### src/rtl/count_bcd_display.sv
// Display stage for the 9-bit counter: sequential double-dabble BCD conversion
// feeding a time-multiplexed 3-digit seven-segment driver with leading-zero blanking.
module count_bcd_display #(
   parameter int REFRESH_DIV = 1000,
   parameter bit ACTIVE_LOW  = 1'b0
) (
   input  logic        clk,
   input  logic        reset,
   input  logic [8:0]  count,
   output logic [11:0] bcd,
   output logic        bcd_valid,
   output logic [6:0]  seg,
   output logic [2:0]  digit_en
);

   typedef enum logic [1:0] {IDLE, CONV, LOAD} state_t;

   localparam int         CW      = $clog2(REFRESH_DIV);
   localparam logic [6:0] SEG_OFF = ACTIVE_LOW ? 7'h7f : 7'h00;
   localparam logic [2:0] DEN_OFF = ACTIVE_LOW ? 3'b111 : 3'b000;

   state_t        state, state_next;
   logic [8:0]    shift_reg, shift_next;
   logic [11:0]   scratch, scratch_next;
   logic [11:0]   adjusted;
   logic [3:0]    iter, iter_next;
   logic [11:0]   bcd_next;
   logic          bcd_valid_next;

   logic [CW-1:0] refresh_cnt;
   logic          wrap;
   logic [1:0]    idx, idx_next;
   logic [3:0]    digit;
   logic [6:0]    seg_raw;
   logic [2:0]    den_raw;

   function automatic logic [3:0] add3(input logic [3:0] d);
      return (d >= 4'd5) ? d + 4'd3 : d;
   endfunction

   function automatic logic [6:0] encode(input logic [3:0] d);
      case (d)
         4'd0:    encode = 7'h3f;
         4'd1:    encode = 7'h06;
         4'd2:    encode = 7'h5b;
         4'd3:    encode = 7'h4f;
         4'd4:    encode = 7'h66;
         4'd5:    encode = 7'h6d;
         4'd6:    encode = 7'h7d;
         4'd7:    encode = 7'h07;
         4'd8:    encode = 7'h7f;
         4'd9:    encode = 7'h6f;
         default: encode = 7'h00;
      endcase
   endfunction

   // Converter next-state and datapath.
   always_comb begin
      // NOTE: every variable assigned here gets a default first, so no path can infer a latch.
      state_next     = state;
      shift_next     = shift_reg;
      scratch_next   = scratch;
      iter_next      = iter;
      bcd_next       = bcd;
      bcd_valid_next = 1'b0;
      adjusted       = {add3(scratch[11:8]), add3(scratch[7:4]), add3(scratch[3:0])};
      unique case (state)
         IDLE: begin
            shift_next   = count;
            scratch_next = '0;
            iter_next    = '0;
            state_next   = CONV;
         end
         CONV: begin
            {scratch_next, shift_next} = {adjusted, shift_reg} << 1;
            iter_next = iter + 4'd1;
            if (iter == 4'd8) state_next = LOAD;
         end
         LOAD: begin
            bcd_next       = scratch;
            bcd_valid_next = 1'b1;
            state_next     = IDLE;
         end
         default: state_next = IDLE;
      endcase
   end

   always_ff @(posedge clk) begin
      // NOTE: sequential state uses non-blocking assignments so every register sees pre-edge values.
      if (reset) begin
         state     <= IDLE;
         shift_reg <= '0;
         scratch   <= '0;
         iter      <= '0;
         bcd       <= '0;
         bcd_valid <= 1'b0;
      end else begin
         state     <= state_next;
         shift_reg <= shift_next;
         scratch   <= scratch_next;
         iter      <= iter_next;
         bcd       <= bcd_next;
         bcd_valid <= bcd_valid_next;
      end
   end

   // Display mux: select, encode and blank the digit that becomes active next cycle.
   always_comb begin
      wrap     = (refresh_cnt == CW'(REFRESH_DIV - 1));
      idx_next = idx;
      if (wrap) idx_next = (idx == 2'd2) ? 2'd0 : idx + 2'd1;
      case (idx_next)
         2'd1:    begin digit = bcd[7:4];  den_raw = 3'b010; end
         2'd2:    begin digit = bcd[11:8]; den_raw = 3'b100; end
         default: begin digit = bcd[3:0];  den_raw = 3'b001; end
      endcase
      seg_raw = encode(digit);
      if ((idx_next == 2'd2 && bcd[11:8] == 4'd0) ||
          (idx_next == 2'd1 && bcd[11:4] == 8'd0))
         seg_raw = 7'h00;
   end

   always_ff @(posedge clk) begin
      if (reset) begin
         refresh_cnt <= '0;
         idx         <= 2'd0;
         seg         <= SEG_OFF;
         digit_en    <= DEN_OFF;
      end else begin
         refresh_cnt <= wrap ? '0 : refresh_cnt + 1'b1;
         idx         <= idx_next;
         seg         <= ACTIVE_LOW ? ~seg_raw : seg_raw;
         digit_en    <= ACTIVE_LOW ? ~den_raw : den_raw;
      end
   end

endmodule

### config.mk
export PLATFORM = sky130hd
export DESIGN_NAME = count_bcd_display
export DESIGN_NICKNAME = d
export VERILOG_FILES = /design/src/rtl/count_bcd_display.sv
export SDC_FILE = /design/constraint.sdc
export NUM_CORES = 1
export LEC_CHECK = 0
export ABC_AREA = 1
export BUFFER_PORTS_ARGS = -buffer_cell sky130_fd_sc_hd__buf_4
export CAP_MARGIN = 20
export CORE_AREA = 4 4 93 69
export CTS_CLUSTER_DIAMETER = 80
export DETAILED_ROUTE_END_ITERATION = 10
export DIE_AREA = 0 0 97 73
export HOLD_SLACK_MARGIN = 0.02
export PLACE_DENSITY_LB_ADDON = 0.3
export SYNTH_ARGS = -nofsm -noshare
export SYNTH_HDL_FRONTEND = slang
export SYNTH_SLANG_ARGS = --single-unit
### constraint.sdc
create_clock -name clk -period 4.15 [get_ports clk]
set_input_delay 0.83 -clock clk [delete_from_list [all_inputs] [get_ports clk]]
set_output_delay 0.83 -clock clk [all_outputs]
set_load 0.02 [all_outputs]
==> results of run 1 <==
-- kinds of logic after synthesis --
family / count (synthesis) / synth area share (%)
buffers and inverters: 67 / 8.80
xor gates and xnor gates: 4 / 1.19
and+or+nand+nor: 195 / 29.2
AOI/OAI and AO/OA: 56 / 10.8
DFF: 62 / 42.0
adders and majority gates: 19 / 8.04
-- layer usage --
metal	up-vias	GRT usage (%)
met5	-	0
met4	0	6.70
met3	8	7.83
met2	33	30.9
met1	1172	20.4
li1	1359	-
-- worst reg2reg max path, cell delays in order, from the launching register on --
cell	delay, ps
dfxtp_1	350
ha_1	170
nand2_1	80
nor2_1	140
nand3_1	190
nand2_1	120
o21ai_2	80
ha_1	360
inv_2	80
o21ai_0	550
inv_1	150
ha_1	320
nand3_1	90
nand2_1	90
nand2_1	40
a21oi_1	120
-- cell type report --
class	count	area [um2]	share of cell area, %
Timing Repair Buffer	34	255	7.48
Tap cell	75	93.8	2.75
Sequential cell	62	1240	36.4
Clock buffer	12	145	4.26
Inverter	56	210	6.16
Multi-Input combinational cell	274	1460	42.7
Clock inverter	2	10.0	0.293
-- layout by cell type (no fill, tap or decap), types with 2 or more instances in the layout --
cell type and instances:
nor3_1 6, clkbuf_1 2, nand2_2 2, nand3_1 34
dfxtp_1 62, inv_2 3, clkbuf_8 10, a22oi_1 2
nor3_2 2, a21oi_1 24, nand2_1 101, nor4_1 3
inv_1 51, o21ai_2 2, o21ai_0 8, nand3b_1 3
clkinv_1 2, buf_4 34, xor2_1 3, ha_1 19
clkinv_2 2, o211ai_1 8, nor2_1 34, nand4_1 4
o21ai_1 10
-- worst paths after layout --
kind | startpoint | to | cells after the start
worst max register to register | refresh_cnt[0]$_SDFF_PP0_ | seg[3]$_SDFF_PP0_ | 15
worst min register to register | refresh_cnt[0]$_SDFF_PP0_ | refresh_cnt[0]$_SDFF_PP0_ | 1
worst max-delay path | refresh_cnt[0]$_SDFF_PP0_ | seg[3]$_SDFF_PP0_ | 15
worst min-delay path | refresh_cnt[0]$_SDFF_PP0_ | refresh_cnt[0]$_SDFF_PP0_ | 1
-- power by group --
group | switching [uW] | leakage (uW) | internal, uW | total (uW)
Sequential | 5.98 | 0.000505 | 608 | 614
Clock | 215 | 0.0000821 | 224 | 439
Combinational | 35.4 | 0.000911 | 22.6 | 58.0
-- per-stage QoR --
step	setup slack (ps)	total power (uW)	cell area, um2	instances
after floorplan	1460	664	2960	403
after global placement	1270	684	3260	501
after detailed placement	1140	686	3260	501
after CTS	1120	1130	3410	515
after global routing	748	1160	3410	515
final	1140	1110	3410	515
==> metrics.md, run 1 <==
| Metric | Value |
|---|---|
| Status | completed |
| Clock buffer count from CTS | 9 |
| Most used cell, CP | nand2_1 |
| Wire length of the first global-routing pass | 10.3 mm |
| DRT met1 WL | 2.89 mm |
| Final Max Slew Viols | 0 |
| Resized cells post-CTS | 0 |
| Yosys reg bits | 62 |
| Critical path cell sequence | ha_1, nand2_1, nor2_1, nand3_1, nand2_1, o21ai_2, ha_1, inv_2, o21ai_0, inv_1, ha_1, nand3_1, nand2_1, nand2_1, a21oi_1 |
| Die area | 7080 um2 |
| Share of layout cells above drive strength 1 | 13.9% |
| Area share of the largest cell type after synthesis | 42.0% |
| Reg2Reg Setup Slack | 1140 ps |
| CTS tree | built |
| EDFF count, synth | 0 |
| Post-synthesis sequential area ratio | 42.0% |
| Setup violators final | 0 |
| YS warnings | 0 |
| Vias in the first global route | 2388 |
| Setup crit end kind | flip-flop |
| Slew Limit Headroom | 36.6% |
| Peak supply drop | 0.241 mV |
| Worst setup SP type | flip-flop |
| Largest net degree at the start of global routing | 26 |
| Final Hold Vio Count | 0 |
| Syn_area_per_cell | 7.34 um2 |
| Clock latency at the later pin of the worst-skew pair | 340 ps |
| Row count | 23 |
| Cell Pwr Density | 326 nW/um2 |
| Via density | 4.99 |
| Initial antenna violation count | 0 |
| Worst-margin pin slew | 947 ps |
| # IOs | 34 |
| Clock-pin transition on the worst setup and hold timing paths | 60 ps |
| DRC | 0 |
| CTS sink count | 62 |
| Post-Syn Instances | 403 |
| Top FF cell, synth | dfxtp_1 |
| DRT Wirelength | 6.01 mm |
| Crit Path Class | reg -> reg |
| Peak Freq | 0.332 GHz |
| Met2 wire length | 2.76 mm |
| Syn nets | 433 |
| Most numerous cell in the Yosys netlist | nand2_1 |
| Met3 Wirelength | 277 um |
| Synth top area cells | dfxtp_1, nand2_1, ha_1 |
| Via count | 2572 |
| Total grt overflow | 0 |
| # diodes | 0 |
| Initial core utilization | 53.2% |
| Arrival @ worst endpoint | 3280 ps |
| Critical Path Fanout Max | 7 |
| I/O Buffers | 33 |
| Clock skew | 6.28 ps |
| Critical path data required time | 4420 ps |
| Syn-to-layout area delta | 15.4% |
| WP buf/inv | 2 |
| Postcts setup bufs | 0 |
| Tmin final | 3010 ps |
| Drt first pass iters | 4 |
| Layout Nets | 467 |
| Slowest stage delay, CP | 550 ps |
| Largest delay contributor family on the critical path | adder cells |
| Die height | 73 um |
| Fin Hold WS | 454 ps |
| Antenna Nets Post-Route | 0 |
| Post-DP HPWL | 4.41 mm |
| All-Layer GR Usage | 18.1% |
| Fill count | 501 |
| RSZ-0062 raised after global routing | false |
| Crit share post-route | 72.6% |
| Synth unique cells | 33 |
| Max cap viols | 0 |
| Post-layout util | 61.4% |
| Post-CTS Hold Fix Bufs | 0 |
| LEAKAGE | 0.00150 uW |
| Biggest area consumer among synthesized cells | dfxtp_1 |
| H-tree depth | 3 |
| Asr flop ratio synth | 0% |
| DIE WIDTH | 97 um |
| Most frequent cells after synthesis | nand2_1, dfxtp_1, inv_1 |
| Number of DRC markers in iteration 0 | 96 |
| Slowest cell on crit path | o21ai_0 |
| Avg WL per Cell | 11.7 um |
| Clock Path Buffers | 2 |
| CORE AREA | 5550 um2 |
| RePlAce Congestion | 0.873 |
| Synthesized area | 2960 um2 |
| DR top layer | met4 |
| Clk root buf | clkbuf_8 |
| Hold Path Class | reg -> reg |
| Fin Setup TNS | 0 ps |
| Largest registers | bcd x12, scratch x12, refresh_cnt x10 |
No activity file was read; power rests on OpenSTA's default activity.
==> inputs of run 2 (changes only) <==
--- a/config.mk
+++ b/config.mk
@@ -5,13 +5,13 @@
 export SDC_FILE = /design/constraint.sdc
 export NUM_CORES = 1
 export LEC_CHECK = 0
-export ABC_AREA = 1
+export ABC_AREA = 0
 export BUFFER_PORTS_ARGS = -buffer_cell sky130_fd_sc_hd__buf_4
 export CAP_MARGIN = 20
-export CORE_AREA = 4 4 93 69
+export CORE_AREA = 4 4 94 69
 export CTS_CLUSTER_DIAMETER = 80
 export DETAILED_ROUTE_END_ITERATION = 10
-export DIE_AREA = 0 0 97 73
+export DIE_AREA = 0 0 98 73
 export HOLD_SLACK_MARGIN = 0.02
 export PLACE_DENSITY_LB_ADDON = 0.3
 export SYNTH_ARGS = -nofsm -noshare
==> constraint.sdc (replaced) <==
create_clock -name clk -period 3.1 [get_ports clk]
set_input_delay 0.62 -clock clk [delete_from_list [all_inputs] [get_ports clk]]
set_output_delay 0.62 -clock clk [all_outputs]
set_load 0.02 [all_outputs]
==> metrics.md, run 2 <==
| Metric | Value |
|---|---|
| Status | completed |
| Arrival @ worst endpoint | 3190 ps |
| Fin Setup TNS | 0 ps |
| Setup violators final | 0 |
| Hold Path Class | reg -> reg |
| Post-synthesis sequential area ratio | 41.6% |
| Via count | 2464 |
| Reg2Reg Launch Point | refresh_cnt[0]$_SDFF_PP0_ |
| DRT Wirelength | 6.02 mm |
| Worst setup SP type | flip-flop |
| I/O Buffers | 33 |
| LEAKAGE | 0.00149 uW |
| Number of DRC markers in iteration 0 | 131 |
| Tmin final | 2920 ps |
| Finished Cell Area | 3560 um2 |
| # IOs | 34 |
| Clock latency at the later pin of the worst-skew pair | 330 ps |
| Antenna Nets Post-Route | 0 |
| Crit share post-route | 94.3% |
| Reg2reg end | seg[3]$_SDFF_PP0_ |
| Top FF cell, synth | dfxtp_1 |
| EDFF count, synth | 0 |
| Post-DP HPWL | 4.07 mm |
| Reg2Reg Setup Slack | 180 ps |
| Initial core utilization | 53.2% |
| Setup crit end kind | flip-flop |
| Post-Syn Instances | 342 |
| YS warnings | 0 |
| Clk root buf | clkbuf_8 |
| Fin Hold WS | 448 ps |
| # diodes | 0 |
| Area share of the largest cell type after synthesis | 41.6% |
| Die height | 73 um |
| Syn_area_per_cell | 8.73 um2 |
| Syn-to-layout area delta | 19.2% |
| Final Max Slew Viols | 0 |
| Most common cell after layout, fill and taps aside | dfxtp_1 |
| Synth unique cells | 44 |
| Yosys reg bits | 62 |
| Largest net degree at the start of global routing | 50 |
| Commonest non-fill, non-tap cells in the layout | dfxtp_1, nor2_1, buf_4 |
| Asr flop ratio synth | 0% |
| Clock-pin transition on the worst setup and hold timing paths | 70 ps |
| H-tree depth | 3 |
| Clock buffer count from CTS | 9 |
| Placement Setup Slack | 101 ps |
| Biggest area consumer among synthesized cells | dfxtp_1 |
| Critical path data required time | 3370 ps |
| Total grt overflow | 0 |
| Synth top area cells | dfxtp_1, ha_1, nor2_1 |
| Avg WL per Cell | 13.1 um |
| Drt first pass iters | 4 |
| PnR worst setup slack | 176 ps |
| Peak supply drop | 0.240 mV |
| Fill count | 484 |
| CORE AREA | 5610 um2 |
| CTS tree | built |
| Syn nets | 372 |
| Max cap viols | 0 |
| Share of layout cells above drive strength 1 | 20.3% |
| CTS sink count | 62 |
| Post-CTS Hold Fix Bufs | 0 |
| DRC | 0 |
| RePlAce Congestion | 0.864 |
| Cell Pwr Density | 423 nW/um2 |
| Vias in the first global route | 2282 |
| Most numerous cell in the Yosys netlist | dfxtp_1 |
| Die area | 7150 um2 |
| Hold Crit Endpoint | refresh_cnt[0]$_SDFF_PP0_ |
| Row count | 23 |
| Worst-margin pin slew | 883 ps |
| DIE WIDTH | 98 um |
| Most frequent cells after synthesis | dfxtp_1, nor2_1, a21oi_1 |
| Clock skew | 4.09 ps |
| Largest registers | bcd x12, scratch x12, refresh_cnt x10 |
| All-Layer GR Usage | 17.5% |
| Register-to-Register Path Depth | 13 |
| Crit Path Class | reg -> reg |
| Initial antenna violation count | 0 |
| Hold path cells | 1 |
| Layout Nets | 410 |
| Peak Freq | 0.342 GHz |
| Wire length of the first global-routing pass | 10.1 mm |
| Slew Limit Headroom | 41.0% |
| Critical Path Fanout Max | 4 |
| Clock Path Buffers | 2 |
| Min-delay src | refresh_cnt[0]$_SDFF_PP0_ |
| Via density | 5.36 |
| DP Area | 3310 um2 |
| Synthesized area | 2980 um2 |
| Final Hold Vio Count | 0 |
-- run 2: changes by cell type in the layout (fill, tap and decap cells not counted), moves of 5 or more --
cell	before	now
and3_1	0	5
mux2i_1	0	14
o21ai_1	10	1
nand2_1	101	34
o211ai_1	8	2
a22oi_1	2	9
xnor2_1	1	11
nand3_1	34	7
buf_4	34	44
nor2_1	34	53
nand2b_1	0	5
a21oi_1	24	34
inv_1	51	14
nor2b_1	0	6
-- run 2: logic make-up after synthesis --
group                      Yosys count  synth area share, %
AOI/OAI and AO/OA                   72                 15.9
xor gates and xnor gates            13                 3.82
adders and majority gates           19                 7.97
buffers and inverters               33                 4.99
DFF                                 62                 41.6
muxes                               17                 6.54
and+or+nand+nor                    126                 19.2
-- run 2: power by group --
part	total [uW]	switching, uW	internal (uW)
registers	830	15.3	814
clock network	596	288	308
logic	77.8	40.6	37.2
total	1500	344	1160
-- run 2: cell type report --
cell class	count	area [um2]	area share, %
sequential	62	1250	35.0
clock buffer	12	145	4.08
tap	75	93.8	2.64
clock inverter	4	22.5	0.633
timing repair buffer	44	330	9.29
inverter	16	67.6	1.90
multi-input combinational	247	1650	46.4
-- run 2: worst max path at each step --
stage                         startpoint           endpoint  slack, ps  depth (start not counted)
6_report       refresh_cnt[0]$_SDFF_PP0_  seg[3]$_SDFF_PP0_        180                         13
5_1_grt        refresh_cnt[0]$_SDFF_PP0_  seg[3]$_SDFF_PP0_         -6                         13
4_1_cts        refresh_cnt[0]$_SDFF_PP0_  seg[5]$_SDFF_PP0_         60                         13
3_5_place_dp   refresh_cnt[5]$_SDFF_PP0_  seg[5]$_SDFF_PP0_        100                         13
3_3_place_gp   refresh_cnt[0]$_SDFF_PP0_  seg[5]$_SDFF_PP0_        170                         13
2_1_floorplan  refresh_cnt[0]$_SDFF_PP0_  seg[3]$_SDFF_PP0_        110                         14
-- run 2: metrics by stage --
stage               utilization, %  total power (uW)  instances
floorplan                        -               895        342
finish                        63.4              1500        460
detailed placement            59.0               923        442
global route                  63.4              1580        460
CTS                           62.0              1520        458
global placement              59.0               920        442
-- run 2: critical path, stage by stage (launching register included) --
cell and delay, ps:
dfxtp_4 370, ha_4 140, nand4b_1 140, nor3_4 300
mux2i_4 280, inv_1 80, ha_1 240, a22o_4 250
mux2i_4 160, inv_2 70, ha_1 280, inv_1 50
or3_1 380, a21oi_2 130
-- run 2: what timing repair did --
action                     4_1_cts  5_1_grt
hold endpoints to repair         0        0
setup endpoints to repair        0        5
setup buffers                    0        2
gates resized for setup          0       16
-- run 2: per-layer routing --
layer / up-vias / routed length, um / global-route usage [%]
met1: 1174 / 2910 / 22.1
met5: - / 0 / 0
met2: 47 / 2750 / 28.4
met4: 0 / 75 / 6.61
li1: 1237 / - / -
met3: 6 / 288 / 5.16
==> inputs of run 3 (changes only) <==
==> constraint.sdc (replaced) <==
create_clock -name clk -period 3.72 [get_ports clk]
set_input_delay 0.744 -clock clk [delete_from_list [all_inputs] [get_ports clk]]
set_output_delay 0.744 -clock clk [all_outputs]
set_load 0.02 [all_outputs]
==> metrics.md, run 3 (same netlist as run 2, synthesis figures left out) <==
| Metric | Value |
|---|---|
| Fill count | 494 |
| Initial core utilization | 53.2% |
| Avg WL per Cell | 12.8 um |
| Most common cell after layout, fill and taps aside | dfxtp_1 |
| Post-DP HPWL | 3.92 mm |
| Finished Cell Area | 3480 um2 |
| Reg2Reg Launch Point | refresh_cnt[0]$_SDFF_PP0_ |
| DRC | 0 |
| Tmin final | 3370 ps |
| Slew Limit Headroom | 37.2% |
| Clock skew | 5.40 ps |
| Antenna Nets Post-Route | 0 |
| Postcts setup bufs | 0 |
| Drt first pass iters | 4 |
| Placed Instances | 434 |
| # diodes | 0 |
| RePlAce Congestion | 0.846 |
| Final Max Slew Viols | 0 |
| Max cap viols | 0 |
| Setup crit end kind | flip-flop |
| Total grt overflow | 0 |
| Clock latency at the later pin of the worst-skew pair | 340 ps |
| Setup violators final | 0 |
| Clk root buf | clkbuf_8 |
| Register-to-Register Path Depth | 13 |
| Slowest stage delay, CP | 520 ps |
| Reg2Reg Setup Slack | 350 ps |
| Largest registers | bcd x12, scratch x12, refresh_cnt x10 |
| Clock Path Buffers | 2 |
| Number of DRC markers in iteration 0 | 109 |
| Worst-margin pin slew | 940 ps |
| Fin Setup TNS | 0 ps |
| Critical Path Fanout Max | 10 |
| H-tree depth | 3 |
| Hold Path Class | reg -> reg |
| Largest net degree at the start of global routing | 50 |
| CTS sink count | 62 |
| CORE AREA | 5610 um2 |
| DP Area | 3250 um2 |
| Final Hold Vio Count | 0 |
| Post-CTS Hold Fix Bufs | 0 |
| All-Layer GR Usage | 16.9% |
| Min-delay src | refresh_cnt[0]$_SDFF_PP0_ |
| CP startpoint | refresh_cnt[0]$_SDFF_PP0_ |
| Clock buffer count from CTS | 9 |
| Die area | 7150 um2 |
| Worst setup SP type | flip-flop |
| Commonest non-fill, non-tap cells in the layout | dfxtp_1, nor2_1, a21oi_1 |
| Peak Freq | 0.296 GHz |
| LEAKAGE | 0.00146 uW |
| Wire length of the first global-routing pass | 9.62 mm |
| Clock-pin transition on the worst setup and hold timing paths | 70 ps |
| Final non-filler cell total | 450 |
| Cell Pwr Density | 404 nW/um2 |
| Row count | 23 |
| Reg2reg end | seg[3]$_SDFF_PP0_ |
| DRT Wirelength | 5.74 mm |
| Hold path cells | 1 |
| Slowest cell on crit path | ha_1 |
| Crit share post-route | 90.7% |
| Layout Nets | 400 |
| Via density | 5.22 |
| CTS tree | built |
| I/O Buffers | 33 |
| Status | completed |
| Die height | 73 um |
| Initial antenna violation count | 0 |
| # IOs | 34 |
| RSZ-0062 raised after global routing | false |
| Arrival @ worst endpoint | 3650 ps |
| DIE WIDTH | 98 um |
| Syn-to-layout area delta | 16.5% |
| Vias in the first global route | 2068 |
| Peak supply drop | 0.199 mV |
| Hold Crit Endpoint | refresh_cnt[0]$_SDFF_PP0_ |
| Via count | 2347 |
| Critical path data required time | 4000 ps |
| Share of layout cells above drive strength 1 | 16.8% |
| Crit Path Class | reg -> reg |
| Critical path cell sequence | ha_1, nand4b_1, nor3_2, mux2i_2, inv_1, ha_1, clkinv_4, mux2i_4, inv_1, ha_1, inv_1, or3_1, a21oi_1 |
## run 3: cell types whose count changed in the layout (fill, tap and decap cells not counted), sizes merged
cell	delta
inv	-1
clkbuf	-2
bufinv	+2
buf	-10
clkinvlp	+1
## run 3: per-layer routing
layer / up-vias / track usage (%) / wire (um) / part of all wire, %
li1: 1218 / - / - / -
met1: 1074 / 22.3 / 2810 / 49
met2: 46 / 25.4 / 2510 / 44
met3: 9 / 6.11 / 338 / 5.9
met4: 0 / 6.91 / 82 / 1.4
met5: - / 0 / 0 / 0
## run 3: timing repair
item                       CTS  global route
setup endpoints to repair    0             2
hold endpoints to repair     0             0
resized for setup            0             2
## run 3: how the worst max path moves through the flow
| stage | end | slack, ps | cells after the start |
|---|---|---|---|
| after floorplan | seg[3]$_SDFF_PP0_ | 730 | 14 |
| after global placement | seg[3]$_SDFF_PP0_ | 510 | 13 |
| after detailed placement | seg[3]$_SDFF_PP0_ | 380 | 13 |
| after CTS | seg[3]$_SDFF_PP0_ | 320 | 13 |
| after global routing | seg[3]$_SDFF_PP0_ | 40 | 13 |
| final | seg[3]$_SDFF_PP0_ | 350 | 13 |
## run 3: layout make-up
class / instances / area [um2] / share of cell area [%]
clock buffers: 10 / 138 / 3.96
clock inverters: 6 / 85.1 / 2.45
inverters: 16 / 65.1 / 1.87
multi-input cells: 247 / 1600 / 46.0
flip-flops and latches: 62 / 1240 / 35.7
well taps: 75 / 93.8 / 2.70
repair buffers: 34 / 255 / 7.34
## run 3: stage by stage
stage	setup slack [ps]	hold slack (ps)	util [%]	power (uW)
floorplan	729	413	-	746
global placement	505	423	57.9	766
detailed placement	383	439	57.9	768
CTS	323	468	61.9	1420
global route	43.0	487	61.9	1460
finish	345	463	61.9	1400
## run 3: report_power, final
group	internal, uW	switching [uW]
Combinational	29.1	33.4
Clock	392	260
Sequential	678	11.6
## run 3: worst max-delay path, delay by kind of cell, from the launching register on
| family | cells | cell delay (ps) |
|---|---|---|
| flops | 1 | 360 |
| buf+inv | 4 | 420 |
| simple gates | 3 | 730 |
| compound gates | 1 | 130 |
| mux | 2 | 620 |
| fa+ha+maj | 3 | 1020 |
